### src/rtl/tone_osc_bank.sv
// Multi-voice square-wave oscillator bank: per-voice (note, octave) -> period divider,
// free-running period counter with glitch-free retune, and a registered popcount for the mixer.
module tone_osc_bank #(
  parameter int NUM_VOICES = 4,
  parameter int DIV_W      = 19,
  // One spare index bit so out-of-range voice numbers stay distinguishable from valid ones.
  localparam int VIDX_W    = $clog2(NUM_VOICES) + 1,
  localparam int MIX_W     = $clog2(NUM_VOICES + 1)
) (
  input  logic                  clk,
  input  logic                  rst,
  input  logic                  en,
  input  logic                  wr_valid,
  input  logic [VIDX_W-1:0]     wr_voice,
  input  logic [3:0]            wr_note,
  input  logic [2:0]            wr_octave,
  output logic [NUM_VOICES-1:0] voice_wave,
  output logic [NUM_VOICES-1:0] voice_active,
  output logic [MIX_W-1:0]      mix_out
);

  logic             wr_on;
  logic [DIV_W-1:0] wr_base;
  logic [DIV_W-1:0] wr_div;
  logic [MIX_W-1:0] pop;

  // Octave-0 divider for each note at 12 MHz; zero marks a note-off code.
  // NOTE: every always_comb output gets a default first so no path leaves it unassigned (no latch).
  always_comb begin
    wr_base = '0;
    case (wr_note)
      4'd1:    wr_base = DIV_W'(366937);
      4'd2:    wr_base = DIV_W'(346342);
      4'd3:    wr_base = DIV_W'(326903);
      4'd4:    wr_base = DIV_W'(308556);
      4'd5:    wr_base = DIV_W'(291238);
      4'd6:    wr_base = DIV_W'(274892);
      4'd7:    wr_base = DIV_W'(259463);
      4'd8:    wr_base = DIV_W'(244901);
      4'd9:    wr_base = DIV_W'(231156);
      4'd10:   wr_base = DIV_W'(218182);
      4'd11:   wr_base = DIV_W'(205936);
      4'd12:   wr_base = DIV_W'(194378);
      4'd13:   wr_base = DIV_W'(183468);
      default: wr_base = '0;
    endcase
  end

  assign wr_on  = (wr_note >= 4'd1) && (wr_note <= 4'd13);
  assign wr_div = wr_base >> wr_octave;

  for (genvar v = 0; v < NUM_VOICES; v++) begin : g_voice
    logic [DIV_W-1:0] div_cur;
    logic [DIV_W-1:0] div_pend;
    logic [DIV_W-1:0] cnt;
    logic [DIV_W-1:0] cnt_inc;
    logic             pend_flag;
    logic             active;
    logic             wave;
    logic             hit;
    logic             wrap;

    assign hit     = wr_valid && (wr_voice == VIDX_W'(v));
    assign cnt_inc = cnt + 1'b1;
    assign wrap    = active && en && (cnt == div_cur - 1'b1);

    // Retunes of a running voice wait for the wrap so the current period always completes.
    // NOTE: sequential state uses non-blocking assignments so every voice samples pre-edge values.
    always_ff @(posedge clk) begin
      if (rst) begin
        div_cur   <= '0;
        div_pend  <= '0;
        cnt       <= '0;
        pend_flag <= 1'b0;
        active    <= 1'b0;
        wave      <= 1'b0;
      end else if (hit && !wr_on) begin
        active    <= 1'b0;
        cnt       <= '0;
        wave      <= 1'b0;
        pend_flag <= 1'b0;
      end else if (hit && !active) begin
        div_cur   <= wr_div;
        cnt       <= '0;
        active    <= 1'b1;
        wave      <= 1'b1;
        pend_flag <= 1'b0;
      end else if (active && en) begin
        if (wrap) begin
          cnt       <= '0;
          wave      <= 1'b1;
          pend_flag <= 1'b0;
          if (hit)            div_cur <= wr_div;
          else if (pend_flag) div_cur <= div_pend;
        end else begin
          cnt  <= cnt_inc;
          wave <= (cnt_inc < (div_cur >> 1));
          if (hit) begin
            div_pend  <= wr_div;
            pend_flag <= 1'b1;
          end
        end
      end else if (hit) begin
        div_pend  <= wr_div;
        pend_flag <= 1'b1;
      end
    end

    assign voice_wave[v]   = wave;
    assign voice_active[v] = active;
  end

  always_comb begin
    pop = '0;
    for (int i = 0; i < NUM_VOICES; i++) pop = pop + MIX_W'(voice_wave[i]);
  end

  always_ff @(posedge clk) begin
    if (rst) mix_out <= '0;
    else     mix_out <= pop;
  end

endmodule

### config.mk
export PLATFORM = sky130hd
export DESIGN_NAME = tone_osc_bank
export DESIGN_NICKNAME = d
export VERILOG_FILES = /design/src/rtl/tone_osc_bank.sv
export SDC_FILE = /design/constraint.sdc
export NUM_CORES = 1
export LEC_CHECK = 0
export ABC_AREA = 1
export BUFFER_PORTS_ARGS = -buffer_cell sky130_fd_sc_hd__buf_4
export CORE_MARGIN = 1
export CORE_UTILIZATION = 30
export DETAILED_ROUTE_END_ITERATION = 6
export GPL_TIMING_DRIVEN = 0
export PLACE_DENSITY_LB_ADDON = 0.05
export SETUP_SLACK_MARGIN = 0.3
export SYNTH_ARGS = -nofsm -noshare
export SYNTH_HDL_FRONTEND = slang
export SYNTH_SLANG_ARGS = --single-unit
### constraint.sdc
create_clock -name clk -period 4 [get_ports clk]
set_input_delay 0.2 -clock clk [delete_from_list [all_inputs] [get_ports clk]]
set_output_delay 0.2 -clock clk [all_outputs]
set_load 0.02 [all_outputs]
-- Word-level counts from Yosys, hierarchy flattened
Memory sizes are Yosys's and may differ from the RTL's.
Index checks and enable logic that the tools add are counted.
- flip-flop bits (word level): 243
- latch bits: 0
- memory bits (writable): 0
- memory bits (read-only): 304
- input bits: 14
- output and inout port bits: 11
- memories kept: 1
- memories (name ; depth ; bits a word ; read ports ; clocked after Yosys merged registers in ; write ports ; line ; source):
    (name not given) ; 16 ; 19 ; 1 ; 0 ; 0 ; 31 ; case (wr_note)
- add/subtract/negate cells: 11
- multipliers: 0
- divide/modulo/power cells: 0
- magnitude comparators: 6
- equal/unequal tests: 11
- shifts and indexed selects: 1
- mux-type cells: 60
- bitwise logic cells: 8
- reduce and logical (&&, ||, !) cells: 55
- operator list (kind ; number):
    $mux W19 ; 36
    $add A19 B1 Y19 const B ; 4
    $eq A19 B19 Y1 ; 4
    $lt A19 B18 Y1 ; 4
    $sub A19 B1 Y19 const B ; 4
    $mux W1 ; 24
    $logic_and A1 B1 Y1 ; 21
    $shr A19 B3 Y19 ; 1
    $reduce_and A4 Y1 ; 4
    $reduce_bool A2 Y1 ; 8
    $reduce_and A3 Y1 ; 4
    $reduce_bool A3 Y1 ; 4
    $reduce_or A3 Y1 ; 4
    $ne A2 B2 Y1 const B ; 4
    $not A1 Y1 ; 8
    $reduce_or A2 Y1 ; 4
    $eq A3 B2 Y1 const B ; 2
    $logic_not A1 Y1 ; 5
    $ge A4 B1 Y1 const B ; 1
    $le A4 B4 Y1 const B ; 1
    $add A2 B1 Y3 ; 1
    $add A3 B1 Y3 ; 1
    $eq A3 B1 Y1 const B ; 1
    $logic_not A3 Y1 ; 1
    $add A1 B1 Y2 ; 1

-- Logic depth before layout (Yosys ltp)
Gate-level depths: netlist (run 1).
- depth after elaboration: 6
- gate-level depth with buffers: 21
- gate-level depth less buffers: 21

-- Worst setup path after synthesis (run 1)
Ideal clock, no wire load.
- kind: register -> register
- from: register g_voice[3].cnt[0]
- to: register g_voice[3].wave
- library setup time: 0.109 ns
- arrival: 2.439 ns
- data required time: 3.891 ns
- slack: 1.452 ns
- stages on the path, launching flop included: 21
- buffers on the path: 0
- period minus slack after synthesis: 2.548 ns
- cell sequence: dfxtp_1 ha_1 nand4_1 nor2_1 nand3_1 nor2_1 nand3_1 xor2_1 inv_1 ha_1 inv_1 nor3_1 a211oi_1 nand2_1 nand2_1 nand2_1 nand2_1 nand2_1 nand3_1 nand2_1 inv_1
- cells in the longest elaborated chain, start to end: 5
- RTL lines (element ; line ; source):
    start, declared ; 55 ; logic [DIV_W-1:0] cnt;
    start signal, assigned ; 96 ; cnt <= cnt_inc;
    $add A19 B1 Y19 or $eq A19 B19 Y1 (tied branches) ; 64, 65 ;
    $lt A19 B18 Y1 or $logic_and A1 B1 Y1 (tied branches) ; 97, 65 ;
    $mux W1 * ; 89 ; if (wrap) begin
    $mux W1 * ; 88 ; end else if (active && en) begin
    $mux W1 * ; 82 ; end else if (hit && !active) begin
    end signal, assigned ; 97 ; wave <= (cnt_inc < (div_cur >> 1));
    end, declared ; 59 ; logic wave;
Every way passes the cells marked *; elsewhere a longest branch is shown, timed or not. The select of a mux whose other input is x is not followed.
A chain may end at the register's enable or synchronous reset.

-- Worst setup path in the final report (run 1)
Same ends and word-level chain as after synthesis.

==> metrics.txt, run 1 <==
status completed; share of cells above drive strength 1 0.0579; hold_buf cts 0; switching pwr 0.00180 W; ys flop type dfxtp_1; peak supply drop 0.244 mV; GR Util All Layers 0.210; P_leak 10.6 nW; Max-slew headroom 0.406; Fin Hold WS 223 ps; critical-path cell list ha_1, nand4_1, nor2_1, nand3_1, nor2_1, nand3_1, xor2_1, inv_1, ha_1, inv_1, nor3_1, a211oi_1, nand2_1, nand2_1, nand2_1, nand2_1, nand2_1, nand3_1, nand2_1, inv_1; RSZ-0062 raised after global routing no; CP Buf/Inv Count 3; HP Class in2reg; Fillers 6783; Syn Nets 3183; Hold Fails Final Rpt 0; most frequent cells in the layout nand2_1, inv_1, nor2_1; Synth cell types 38; largest net degree at the start of global routing 12; hpwl dp 51500 um; Comb pwr share 0.114; vias in the first global route 18889; Seq/Total Area, Yosys 0.264; Clk Latency, worst-skew pair 560 ps; CP max stage delay 470 ps; Internal 0.00466 W; die area 62400 um^2; post-CTS setup buffers 0; cell count after synthesis 3082; Slowest-stage cell, CP dfxtp_1; final setup fails 0; Arr. time, crit path 3780 ps; Clk pwr share 0.497; CTS Buf Count 34; clock period minus worst slack 3330 ps; Syn Area/Cell 5.97 um^2; Synth Cell Area 18400 um^2; Max Cap Violations 0; yosys warns 0; most common cell after layout, fill and taps aside nand2_1; number of synthesized register bits 243; Placement Cell Area 19500 um^2; max frequency 300 MHz; final wirelength 65200 um; total grt overflow 0; Post-synth EDFFs 0; Placement Rows 90; starting density of the core 0.304; critical setup path kind reg2reg; most used cell, CP nand2_1; initial antenna violation count 0; Crit. End Element flop; Final Util 0.343; Sw Ratio 0.279; pwr dens 312 nW/um^2; fin nets 3239; global-route wire length before repair 104000 um; Clock Skew 29.6 ps; synth-to-layout area growth 12.6%; GPL Wtd Cong 0.861; setup slack after layout 667 ps; Worst Max-Slew Pin Slew 891 ps; CTS tree yes; Die X 250 um; Max Transition Viols Final 0; maximum fanout along the worst path 7; worst path required time 4450 ps; clock-pin slew on the worst setup and hold paths 60 ps; DR DRC count 0; CP startpoint kind flop; part of the power in registers 0.389; Root Buffer Master clkbuf_16; PostCTS Resize Cnt 0; ANT cells 0; # IOs 25; CTS sink cnt 243; ANT nets after route 0; DR pass1 iterations 6; Place WS 534 ps; initial DRC count 1069; post-route cell area 20700 um^2; Setup TNS Final 0 ps; Via density 4.85; crit share post-route 0.833; Avg WL per Cell 16.5 um; buffer depth of the longest clock path 3; ys async rst share 0; die height 250 um; Core ar. 60500 um^2; routed vias 19111; Crit path max-delay family simple AND/OR/NAND/NOR gates; IO Port Bufs 20; H-tree Lvls 2
## state kept, by name (all words and copies together), names as in the netlist
| signal | flops |
|---|---|
| g_voice.active | 4 |
| g_voice.cnt | 76 |
| g_voice.div_cur | 76 |
| g_voice.div_pend | 76 |
| g_voice.pend_flag | 4 |
| g_voice.wave | 4 |
| mix_out | 3 |
## power by group through the flow
stage / sequential, W / clock (W) / combinational, W
2_1_floorplan: 0.00256 / 0 / 0.000494
3_3_place_gp: 0.00257 / 0 / 0.000729
3_5_place_dp: 0.00257 / 0 / 0.000733
4_1_cts: 0.00251 / 0.00332 / 0.000737
5_1_grt: 0.00252 / 0.00340 / 0.000836
6_report: 0.00251 / 0.00321 / 0.000739
## metal layers
layer / global-route usage / share of wire
met1: 0.286 / 0.48
met3: 0.0343 / 0.052
met5: 0 / 0
met2: 0.336 / 0.44
met4: 0.0702 / 0.030
## cell type report
type	count	area (um^2)	area share
sequential	243	4860	0.235
clock inverter	11	153	0.00737
tap	782	978	0.0472
clock buffer	49	1020	0.0492
timing repair buffer	20	150	0.00725
buffer	142	703	0.0339
inverter	425	1600	0.0770
multi-input combinational	2272	11300	0.543
## path summary, 6_finish.rpt
path,from,to,slack (ps),cells after the start
hold reg to reg,g_voice[2].pend_flag,g_voice[2].pend_flag,480,2
setup reg to reg,g_voice[3].cnt[0],g_voice[3].wave,670,20
setup / recovery,g_voice[3].cnt[0],g_voice[3].wave,670,20
hold / removal,en,g_voice[2].cnt[4],220,4
## synth_stat cells (16+ instances only)
cell | number | share of area
o21ai_0 | 78 | 0.021
nor3_1 | 28 | 0.0076
ha_1 | 86 | 0.058
buf_1 | 21 | 0.0043
xor2_1 | 86 | 0.041
inv_1 | 411 | 0.084
buf_2 | 30 | 0.0082
dfxtp_1 | 243 | 0.26
xnor2_1 | 34 | 0.016
nand3b_1 | 16 | 0.0065
clkbuf_1 | 66 | 0.013
nand4_1 | 89 | 0.030
nand2_1 | 912 | 0.19
nor2_1 | 346 | 0.071
a21oi_1 | 186 | 0.051
nand3_1 | 338 | 0.092
## worst reg2reg max path, delay by kind of cell, from the launching register on
kind / cells / cell delay (ps)
XOR/XNOR: 1 / 160
buffers and inverters: 3 / 160
AND/OR/NAND/NOR: 13 / 1700
AO/OA/AOI/OAI: 1 / 70
adder cells (fa/ha/maj): 2 / 680
flip-flops: 1 / 470
## per-stage QoR
stage,power (W),cells
CTS,0.00657,3944
global route,0.00676,3944
finish,0.00646,3944
floorplan,0.00305,3082
global placement,0.00329,3884
detailed placement,0.00330,3884
## cells by family (layout without fill, tap and decap cells)
logic type | count (synthesis) | count (layout) | share of synthesized area
fa+ha+maj | 87 | 87 | 0.0595
buf+inv | 567 | 647 | 0.125
flops | 243 | 243 | 0.264
compound gates | 278 | 278 | 0.0775
xor+xnor | 120 | 120 | 0.0571
simple gates | 1787 | 1787 | 0.417
(Power assumes the default switching activity.)
==> run 2: changes to the inputs <==
- clock period: 4 -> 3.2 ns (I/O delays scaled with it)
==> metrics.txt, run 2 (synthesis gave the netlist of run 1 again) <==
pwr dens 382 nW/um^2 (+22%); CTS sink cnt 243 (unchanged); reg-to-reg critical path startpoint g_voice[0].cnt[0]; global-route wire length before repair 105000 um (+0.28%); biggest regs g_voice.cnt: 76 flops, g_voice.div_cur: 76 flops, g_voice.div_pend: 76 flops; CTS tree yes; Inst Count DP 3884 (unchanged); R2R cell count 20 (unchanged); # IOs 25 (unchanged); largest net degree at the start of global routing 12 (unchanged); DR DRC count 4 (+4); die area 62400 um^2 (unchanged); Via density 4.85 (about the same); final wirelength 65700 um (+0.71%); GPL Wtd Cong 0.861 (unchanged); critical setup path kind reg2reg; Die X 250 um (unchanged); max frequency 358 MHz (+19%); P_leak 10.8 nW (+2.4%); Max Cap Violations 0 (unchanged); HP Class in2reg; share of cells above drive strength 1 0.0832 (+0.0253); Root Buffer Master clkbuf_16; DR pass1 iterations 7 (+1); Post-Layout Cell Count 3956 (+0.30%); final setup fails 0 (unchanged); worst path required time 3680 ps (-770 ps); CP startpoint kind flop; Hold Fails Final Rpt 0 (unchanged); die height 250 um (unchanged); switching pwr 0.00225 W (+25%); Clk pwr share 0.497 (about the same); Crit. End Element flop; Avg WL per Cell 16.6 um (+0.40%); hpwl dp 51500 um (unchanged); total grt overflow 0 (unchanged); GR Util All Layers 0.211 (+0.000570); CP startpoint g_voice[0].cnt[0]; Clk Latency, worst-skew pair 560 ps (about the same); hold_buf cts 0 (unchanged); status finished with violations; worst setup path end g_voice[0].wave; vias in the first global route 18907 (+0.095%); crit share post-route 0.873 (+0.0400); Comb pwr share 0.115 (about the same); Max-slew headroom 0.424 (+0.0182); ANT cells 0 (unchanged); Internal 0.00583 W (+25%); maximum fanout along the worst path 5 (-2); failing checks DRC; initial antenna violation count 0 (unchanged); most frequent cells in the layout nand2_1, inv_1, nor2_1; Setup TNS Final 0 ps (unchanged); peak supply drop 0.304 mV (+25%); Core ar. 60500 um^2 (unchanged); Clock Skew 26.7 ps (-2.96 ps); Worst Max-Slew Pin Slew 864 ps (-27.3 ps); clock-pin slew on the worst setup and hold paths 60 ps (about the same); most common cell after layout, fill and taps aside nand2_1; synth-to-layout area growth 15.0%; buffer depth of the longest clock path 3 (unchanged); Sw Ratio 0.279 (about the same); routed vias 19177 (+0.35%); Arr. time, crit path 3280 ps (-500 ps); clock period minus worst slack 2790 ps (-538 ps); starting density of the core 0.304 (unchanged); total chip power 0.00808 W (+25%); setup slack, reg-to-reg 410 ps (-260 ps); H-tree Lvls 2 (unchanged); initial DRC count 1075 (+0.56%); IO Port Bufs 20 (unchanged); fin nets 3251 (+0.37%); RSZ-0062 raised after global routing yes; CTS Buf Count 34 (unchanged); Max Transition Viols Final 0 (unchanged); part of the power in registers 0.389 (about the same); ANT nets after route 0 (unchanged); Crit Reg-Reg Endpoint g_voice[0].wave; Placement Rows 90 (unchanged)
## run 2: cell type report
cell class | count | area [um^2]
fill | 6759 | 39300
buffer | 142 | 713
tap | 782 | 978
clock inverter | 11 | 153
sequential | 243 | 4900
clock buffer | 49 | 1020
multi-input combinational | 2272 | 11600
inverter | 425 | 1600
timing repair buffer | 32 | 240
## run 2: per-layer routing
layer	wire length, um	up-vias	global-route usage
met5	0	-	0
met4	1900	0	0.0674
met3	3530	97	0.0343
met2	29000	381	0.338
met1	31200	8800	0.287
li1	-	9899	-
## run 2: power by group through the flow
stage / clock network [W] / registers, W / logic [W]
after floorplan: 0 / 0.00320 / 0.000617
after global placement: 0 / 0.00321 / 0.000911
after detailed placement: 0 / 0.00321 / 0.000917
after CTS: 0.00415 / 0.00314 / 0.000923
after global routing: 0.00426 / 0.00315 / 0.00105
final: 0.00401 / 0.00314 / 0.000929
## run 2: worst min-delay path by stage
stage | startpoint | end | slack, ps | cells past startpoint
3_3_place_gp | g_voice[2].pend_flag | g_voice[2].pend_flag | 460 | 2
5_1_grt | en | g_voice[2].cnt[5] | 200 | 4
3_5_place_dp | g_voice[2].pend_flag | g_voice[2].pend_flag | 470 | 2
2_1_floorplan | en | g_voice[2].cnt[4] | 410 | 3
4_1_cts | en | g_voice[2].cnt[5] | 150 | 4
6_report | en | g_voice[2].cnt[2] | 170 | 4
## run 2: critical path, cell delays in order (launching register included)
cell,delay (ps)
dfxtp_4,380
ha_4,140
nand2_1,70
nor2_1,140
nand2_2,90
nor2_4,170
nand2_4,100
nor2_2,100
xor2_1,220
ha_1,300
nand4_1,100
inv_1,50
nand3_1,90
nand4_1,130
nand2_1,110
nand2_1,50
nand2_1,70
nand2_2,70
a21oi_4,200
nor2_1,60
nor2_1,100
## run 2: repair_timing
action | CTS | global route
pin swaps | 2 | 15
resized for setup | 36 | 65
cloned | 0 | 0
setup buffers | 2 | 10
hold endpoints to repair | 0 | 0
endpoints found under the setup margin | 4 | 76
## run 2: stage by stage
step	utilization	area [um^2]	setup WS [ps]	hold slack [ps]
after floorplan	-	18400	652	408
after global placement	0.323	19500	-251	460
after detailed placement	0.323	19500	-266	469
after CTS	0.345	20900	300	154
after global routing	0.350	21200	190	202
final	0.350	21200	406	174
